--- src/rtl/board_char_mem_ctrl_if.sv ---
// ---------------------------------------------------------------------------
// board_char_mem_ctrl_if
//
// Groups the request/response signals of the board character memory
// controller into one bundle.
//   master : the side that drives requests (display reader, game logic, clear).
//   slave  : the memory controller itself.
//
// Signals
//   button_num          board dimension in fields per side
//   rd_en, rd_x, rd_y   display read request and field coordinates
//   rd_code, rd_valid   read field code and its qualifier (one cycle later)
//   wr_req, wr_x, wr_y, wr_code
//                       game write request, held until wr_ack
//   wr_ack, wr_err      write-done pulse and out-of-range flag
//   clr_start           board clear request pulse
//   busy, clr_done      clear in progress / clear finished pulse
// ---------------------------------------------------------------------------
interface board_char_mem_ctrl_if;
  logic [4:0] button_num;

  logic       rd_en;
  logic [4:0] rd_x;
  logic [4:0] rd_y;
  logic [3:0] rd_code;
  logic       rd_valid;

  logic       wr_req;
  logic [4:0] wr_x;
  logic [4:0] wr_y;
  logic [3:0] wr_code;
  logic       wr_ack;
  logic       wr_err;

  logic       clr_start;
  logic       busy;
  logic       clr_done;

  modport master (
    output button_num, rd_en, rd_x, rd_y, wr_req, wr_x, wr_y, wr_code, clr_start,
    input  rd_code, rd_valid, wr_ack, wr_err, busy, clr_done
  );

  modport slave (
    input  button_num, rd_en, rd_x, rd_y, wr_req, wr_x, wr_y, wr_code, clr_start,
    output rd_code, rd_valid, wr_ack, wr_err, busy, clr_done
  );
endinterface

--- src/rtl/board_char_mem_ctrl.sv ---
// ---------------------------------------------------------------------------
// board_char_mem_ctrl
//
// Single-port 1024 x 4-bit character store for a square game board, addressed
// {y,x}. One access per cycle is arbitrated between three clients:
//   1. display reads      (highest)
//   2. clear-sweep writes (fills every field of an N x N board with HIDDEN_CODE)
//   3. game writes        (lowest, held by the requester until wr_ack)
//
// Optional feature (macro CHAR_MEM_STARVE_GUARD_EN): a write blocked by reads
// for STARVE_LIMIT consecutive cycles takes the next cycle away from the
// reader. Without the macro, reads always win.
//
// Parameters
//   STARVE_LIMIT  consecutive blocked cycles before a write is forced through
//   HIDDEN_CODE   code written to every field by a clear sweep
//
// Ports
//   clk   system clock
//   rst   synchronous, active-high reset; starts a clear sweep
//   bus   board_char_mem_ctrl_if.slave (read, write and clear channels)
// ---------------------------------------------------------------------------
module board_char_mem_ctrl #(
  parameter int unsigned STARVE_LIMIT = 64,
  parameter logic [3:0]  HIDDEN_CODE  = 4'hF
) (
  input  logic                 clk,
  input  logic                 rst,
  board_char_mem_ctrl_if.slave bus
);

`ifdef CHAR_MEM_STARVE_GUARD_EN
  localparam bit GUARD_EN = 1'b1;
`else
  localparam bit GUARD_EN = 1'b0;
`endif

  localparam int unsigned SW = $clog2(STARVE_LIMIT + 2);

  typedef enum logic {
    IDLE  = 1'b0,
    CLEAR = 1'b1
  } state_e;

  state_e     state_q, state_d;
  logic [4:0] n_q, n_d;
  logic [4:0] sx_q, sx_d;
  logic [4:0] sy_q, sy_d;

  logic [3:0] rd_code_q, rd_code_d;
  logic       rd_valid_q, rd_valid_d;
  logic       wr_ack_q, wr_ack_d;
  logic       wr_err_q, wr_err_d;
  logic       clr_done_q, clr_done_d;

  logic [SW-1:0] starve_q, starve_d;

  logic [3:0] mem_q [1024];
  logic       mem_we;
  logic [9:0] mem_waddr;
  logic [3:0] mem_wdata;

  logic wr_in_range;
  logic game_pend;
  logic game_err;
  logic sweep_pend;
  logic sweep_last;
  logic wr_pend;
  logic starve_hit;
  logic force_wr;
  logic rd_grant;
  logic sweep_wr;
  logic game_wr;
  logic commit;

  // Request qualification. The wr_ack_q term stops a held wr_req from being
  // taken a second time in the cycle its ack is being presented.
  assign wr_in_range = (bus.wr_x < bus.button_num) && (bus.wr_y < bus.button_num);
  assign game_pend   = (state_q == IDLE) && !bus.clr_start && bus.wr_req &&
                       !wr_ack_q && wr_in_range;
  assign game_err    = (state_q == IDLE) && !bus.clr_start && bus.wr_req &&
                       !wr_ack_q && !wr_in_range;
  assign sweep_pend  = (state_q == CLEAR) && !bus.clr_start && (n_q != 5'd0);
  assign sweep_last  = (sx_q == n_q - 5'd1) && (sy_q == n_q - 5'd1);
  assign wr_pend     = sweep_pend || game_pend;

  // Arbitration: a read wins unless the starve guard has fired.
  assign starve_hit = (starve_q == SW'(STARVE_LIMIT));
  assign force_wr   = GUARD_EN && starve_hit && wr_pend;
  assign rd_grant   = bus.rd_en && !force_wr;
  assign sweep_wr   = sweep_pend && !rd_grant;
  assign game_wr    = game_pend && !rd_grant;
  assign commit     = sweep_wr || game_wr;

  // Starve counter: consecutive cycles a pending write lost to a read.
  always_comb begin
    starve_d = starve_q;
    if (commit) begin
      starve_d = '0;
    end else if (wr_pend && rd_grant && !starve_hit) begin
      starve_d = starve_q + SW'(1);
    end
  end

  always_comb begin
    state_d    = state_q;
    n_d        = n_q;
    sx_d       = sx_q;
    sy_d       = sy_q;
    rd_code_d  = rd_code_q;
    rd_valid_d = 1'b0;
    wr_ack_d   = 1'b0;
    wr_err_d   = 1'b0;
    clr_done_d = 1'b0;
    mem_we     = 1'b0;
    mem_waddr  = {sy_q, sx_q};
    mem_wdata  = HIDDEN_CODE;

    if (rd_grant) begin
      rd_code_d  = mem_q[{bus.rd_y, bus.rd_x}];
      rd_valid_d = 1'b1;
    end

    if (bus.clr_start) begin
      // A new clear (also mid-sweep) restarts at (0,0) with a fresh N.
      state_d = CLEAR;
      n_d     = bus.button_num;
      sx_d    = 5'd0;
      sy_d    = 5'd0;
    end else if (state_q == CLEAR) begin
      if (n_q == 5'd0) begin
        state_d    = IDLE;
        clr_done_d = 1'b1;
      end else if (sweep_wr) begin
        mem_we = 1'b1;
        if (sweep_last) begin
          state_d    = IDLE;
          clr_done_d = 1'b1;
        end else if (sx_q == n_q - 5'd1) begin
          sx_d = 5'd0;
          sy_d = sy_q + 5'd1;
        end else begin
          sx_d = sx_q + 5'd1;
        end
      end
    end else begin
      if (game_wr) begin
        mem_we    = 1'b1;
        mem_waddr = {bus.wr_y, bus.wr_x};
        mem_wdata = bus.wr_code;
        wr_ack_d  = 1'b1;
      end else if (game_err) begin
        // Out-of-range writes need no storage slot, so they never wait.
        wr_ack_d = 1'b1;
        wr_err_d = 1'b1;
      end
    end
  end

  always_ff @(posedge clk) begin
    if (rst) begin
      state_q    <= CLEAR;
      n_q        <= bus.button_num;
      sx_q       <= 5'd0;
      sy_q       <= 5'd0;
      rd_code_q  <= 4'h0;
      rd_valid_q <= 1'b0;
      wr_ack_q   <= 1'b0;
      wr_err_q   <= 1'b0;
      clr_done_q <= 1'b0;
      starve_q   <= '0;
    end else begin
      state_q    <= state_d;
      n_q        <= n_d;
      sx_q       <= sx_d;
      sy_q       <= sy_d;
      rd_code_q  <= rd_code_d;
      rd_valid_q <= rd_valid_d;
      wr_ack_q   <= wr_ack_d;
      wr_err_q   <= wr_err_d;
      clr_done_q <= clr_done_d;
      starve_q   <= starve_d;
    end
  end

  // Storage has no reset; its contents come from the post-reset sweep.
  always_ff @(posedge clk) begin
    if (mem_we && !rst) begin
      mem_q[mem_waddr] <= mem_wdata;
    end
  end

  // Outputs are forced quiet for the whole cycle rst is high, not just after
  // the reset edge.
  assign bus.rd_code  = rst ? 4'h0 : rd_code_q;
  assign bus.rd_valid = !rst && rd_valid_q;
  assign bus.wr_ack   = !rst && wr_ack_q;
  assign bus.wr_err   = !rst && wr_err_q;
  assign bus.clr_done = !rst && clr_done_q;
  assign bus.busy     = rst || (state_q == CLEAR);

endmodule

--- src/flat_wrapper.sv ---
// flat-port wrapper written by rule: the top's interface ports become plain ports
module board_char_mem_ctrl_flat 
#(
  parameter int unsigned STARVE_LIMIT = 64,
  parameter logic [3:0]  HIDDEN_CODE  = 4'hF
)
  (clk, rst, bus_button_num, bus_rd_en, bus_rd_x, bus_rd_y, bus_wr_req, bus_wr_x, bus_wr_y, bus_wr_code, bus_clr_start, bus_rd_code, bus_rd_valid, bus_wr_ack, bus_wr_err, bus_busy, bus_clr_done);
  board_char_mem_ctrl_if bus_i ();
  input  logic clk;
  input  logic rst;
  input wire logic [$bits(bus_i.button_num)-1:0] bus_button_num;
  input wire logic [$bits(bus_i.rd_en)-1:0] bus_rd_en;
  input wire logic [$bits(bus_i.rd_x)-1:0] bus_rd_x;
  input wire logic [$bits(bus_i.rd_y)-1:0] bus_rd_y;
  input wire logic [$bits(bus_i.wr_req)-1:0] bus_wr_req;
  input wire logic [$bits(bus_i.wr_x)-1:0] bus_wr_x;
  input wire logic [$bits(bus_i.wr_y)-1:0] bus_wr_y;
  input wire logic [$bits(bus_i.wr_code)-1:0] bus_wr_code;
  input wire logic [$bits(bus_i.clr_start)-1:0] bus_clr_start;
  output wire logic [$bits(bus_i.rd_code)-1:0] bus_rd_code;
  output wire logic [$bits(bus_i.rd_valid)-1:0] bus_rd_valid;
  output wire logic [$bits(bus_i.wr_ack)-1:0] bus_wr_ack;
  output wire logic [$bits(bus_i.wr_err)-1:0] bus_wr_err;
  output wire logic [$bits(bus_i.busy)-1:0] bus_busy;
  output wire logic [$bits(bus_i.clr_done)-1:0] bus_clr_done;
  assign bus_i.button_num = bus_button_num;
  assign bus_i.rd_en = bus_rd_en;
  assign bus_i.rd_x = bus_rd_x;
  assign bus_i.rd_y = bus_rd_y;
  assign bus_i.wr_req = bus_wr_req;
  assign bus_i.wr_x = bus_wr_x;
  assign bus_i.wr_y = bus_wr_y;
  assign bus_i.wr_code = bus_wr_code;
  assign bus_i.clr_start = bus_clr_start;
  assign bus_rd_code = bus_i.rd_code;
  assign bus_rd_valid = bus_i.rd_valid;
  assign bus_wr_ack = bus_i.wr_ack;
  assign bus_wr_err = bus_i.wr_err;
  assign bus_busy = bus_i.busy;
  assign bus_clr_done = bus_i.clr_done;
  board_char_mem_ctrl #(.STARVE_LIMIT(STARVE_LIMIT), .HIDDEN_CODE(HIDDEN_CODE)) u_core (.clk(clk), .rst(rst), .bus(bus_i));
endmodule
--- config.mk ---
export PLATFORM = sky130hd
export DESIGN_NAME = board_char_mem_ctrl_flat
export DESIGN_NICKNAME = d
export VERILOG_FILES = /design/src/rtl/board_char_mem_ctrl_if.sv /design/src/rtl/board_char_mem_ctrl.sv /design/src/flat_wrapper.sv
export SDC_FILE = /design/constraint.sdc
export NUM_CORES = 2
export LEC_CHECK = 0
export CORE_UTILIZATION = 35
export DETAILED_ROUTE_END_ITERATION = 8
export HOLD_SLACK_MARGIN = 0.03
export PLACE_DENSITY_LB_ADDON = 0.15
export SYNTH_ARGS = -nofsm -noshare
export SYNTH_HDL_FRONTEND = slang
export SYNTH_SLANG_ARGS = --single-unit
--- constraint.sdc ---
create_clock -name clk -period 30.7 [get_ports clk]
set_input_delay 6.14 -clock clk [delete_from_list [all_inputs] [get_ports clk]]
set_output_delay 6.14 -clock clk [all_outputs]
set_load 0.1 [all_outputs]
==> results.md <==
* Number of port buffers at 42
* Vert. Die Dim at 695.5 um
* Area Growth Syn to Fin at 12.83%
* Final Slew Violations at 127
* Post-Syn Nets at 8607
* Via density at ~5.8
* CP Capture Type: primary output
* Post-synth EDFFs at just over 4000
* Post-CTS Setup Bufs at 0
* Slew @ Worst Pin at roughly 1.7 ns
* # setup viols final at 0
* Vias in the first global route at 91091
* Power density cells at 62.16 nW/um2
* Post-DR wirelength/cell at 34.90 um
* Final min period at 14.66 ns
* Clock Latency Late Sink at 1.00 ns
* Placed insts at roughly 15000
* GRT Overall Usage at 21.78%
* Net Sw Frac at 21.43%
* Final ANT Viol Nets at 0
* Rows at 254
* Die area at 483800 um2
* CP max FO at 12
* Worst Path Required at 24.56 ns
* Post-DP HPWL at 321.8 mm
* Clk sinks at 4120
* Synth async-reset ratio at 0%
* CORE AREA at 478600 um2
* RePlAce Congestion at 0.8288
* Synth area leaders: edfxtp_1 (73%), mux4_2 (12%), mux2i_1 (2.1%), nor4_2 (1.5%), and3_1 (1.3%)
* Relative slew slack at -13.71%
* Seq/Total Area, Yosys at 73.38%
* Area share of the largest cell type after synthesis at 73.15%
* Drt initial violations at approximately 10000
* First-pass GRT wire length at 744.4 mm
* Clk buf depth at 4
* Via count at between 80000 and 90000
* PnR worst setup slack at about 16 ns
* Crit path kind: in2out
* Post-Syn Area at 168300 um2
* Commonest non-fill, non-tap cells in the layout: edfxtp_1 (4101), mux4_2 (908), clkbuf_16 (443)
* Crit share post-route at 47.75%
* Non-Filler Instances at 15351
* Fin nets at 8615
* Starting density of the core at 35.17%
* Dpl ws at 16.11 ns
* Largest net degree at the start of global routing at approximately 250
* Setup TNS at 0 ns
* Worst-path clk slew at 0.06 ns
* Failing checks: DRC, slew limit
* Psw at 0.002530 W
* DRC at 2
* Syn avg cell area at 19.66 um2
* Critical path startpoint category: primary input
* Flop pwr share at 51.6%
* CTS tree: done
* Pre-Repair DR Iteration Count at 9
* Clock H-tree levels at 5
* Reg-to-reg slack, setup at 23.94 ns
* Clock buffer count from CTS at about 440
* FMAX at 68.22 MHz
* Num ports at 43
* Layout cell share with drive strength beyond 1 at 24.56%
* Most common cell after layout, fill and taps aside: edfxtp_1
* HP Class: reg2reg
* CTS Hold Buffers Added at 0
* Ys Warns at 0
* Fill cell count at between 40000 and 50000
* Combinational power share at under 10%
* Die W at 695.5 um
* Yosys cell types at 94
* Pint at about 0.0093 W
* Maximum vdd ir drop at 0.04874 mV
* CP Data Arrival Time at 8.52 ns
* Post-cts sizing count at 0
* Seq cells post-synth at 4120
* Synthesized netlist cell count at 8561
* Clk_skew at roughly 0.076 ns
* Clock network power share at a little under half
* CTS root buffer: clkbuf_16
* Initial antenna violation count at 49
* DRT Wirelength at 535.7 mm
* Commonest register cell after synthesis: edfxtp_1
* Status: finished, violations left
* Grt ovf at 0
* P_leak at approximately 69 nW
* Number of max-cap violations at 0
* RSZ-0062 raised after global routing: no
* Synth area leader: edfxtp_1
* Fin. Hold Viols at 0
==> cell type report <==
cell class / instances / area (um2) / share of cell area [%]
Inverter: 21 / 88.84 / 0.04677
Multi-Input combinational cell: 3645 / 41070 / 21.62
Sequential cell: 4120 / 123500 / 65.03
Antenna cell: 19 / 47.55 / 0.02503
Tap cell: 6400 / 8008 / 4.216
Timing Repair Buffer: 343 / 2943 / 1.549
Clock buffer: 529 / 11410 / 6.006
Clock inverter: 274 / 2849 / 1.500
==> routing by layer <==
metal	up-vias	share of wire (%)	track usage (%)	wire (um)
li1	36227	-	-	-
met1	48747	42	30.47	226600
met2	3776	47	34.85	253000
met3	762	7.7	4.203	41050
met4	32	2.8	5.864	14770
met5	-	0.038	0	206
==> critical path, cell delays in order <==
cell	delay, ns
clkdlybuf4s50_1	0.48
buf_4	0.35
or2_2	0.31
clkdlybuf4s50_1	1.18
==> synth_stat cells (all sizes together), types with 21 or more instances <==
| library cell | instances |
|---|---|
| o22ai | 90 |
| a21oi | 114 |
| nor2b | 26 |
| clkbuf | 341 |
| buf | 434 |
| mux4 | 917 |
| a211oi | 35 |
| a22o | 26 |
| nor3 | 268 |
| inv | 21 |
| a22oi | 134 |
| a221oi | 35 |
| edfxtp | 4101 |
| nor4 | 456 |
| a31oi | 27 |
| mux2i | 357 |
| and3 | 361 |
| nand3 | 43 |
| o221ai | 81 |
| o21ai | 71 |
| o211ai | 27 |
| nand2 | 173 |
| nor3b | 38 |
| nor2 | 109 |
==> state kept, by name, indices dropped and copies added (netlist names) <==
name               cells
u_core.wr_ack_q        1
u_core.rd_code_q       4
u_core.state_q         1
u_core.sy_q            5
u_core.sx_q            5
u_core.mem_q        4096
u_core.rd_valid_q      1
u_core.wr_err_q        1
u_core.n_q             5
u_core.clr_done_q      1
==> power by group through the flow <==
stage          combinational [W]  sequential [W]  clock (W)
2_1_floorplan           0.000212         0.00621          0
3_3_place_gp            0.000384         0.00621          0
3_5_place_dp            0.000384         0.00621          0
4_1_cts                 0.000385         0.00609    0.00540
5_1_grt                 0.000393         0.00609    0.00560
6_report                0.000382         0.00610    0.00533
==> path summary, 6_finish.rpt <==
path,start,to,depth (start not counted)
worst max-delay path,rst,bus_busy,4
worst min-delay path,u_core.state_q$_SDFF_PP1_,u_core.state_q$_SDFF_PP1_,2
worst max register to register,u_core.wr_ack_q$_SDFF_PP0_,u_core.mem_q[496][3]$_DFFE_PP_,9
worst min register to register,u_core.state_q$_SDFF_PP1_,u_core.state_q$_SDFF_PP1_,2
==> logic make-up after synthesis <==
group	after synthesis	synth area share, %
DFF	4120	73.38
and+or+nand+nor	1569	6.135
muxes	1288	14.50
buffers and inverters	796	2.521
AOI/OAI and AO/OA	755	3.245
xor gates and xnor gates	21	0.1256
adders and majority gates	12	0.08919
==> stage by stage <==
stage                     hold WS, ns  total power [W]  util (%)  instance area [um2]
after floorplan                0.4348         0.006423         -               168300
after global placement         0.5989         0.006599     36.69               175600
after detailed placement       0.6232         0.006599     36.70               175600
after CTS                      0.6313          0.01188     39.68               189900
after global routing           0.6930          0.01209     39.68               189900
final                          0.6318          0.01181     39.69               189900
Note: power is estimated with default switching activity, not from simulation.
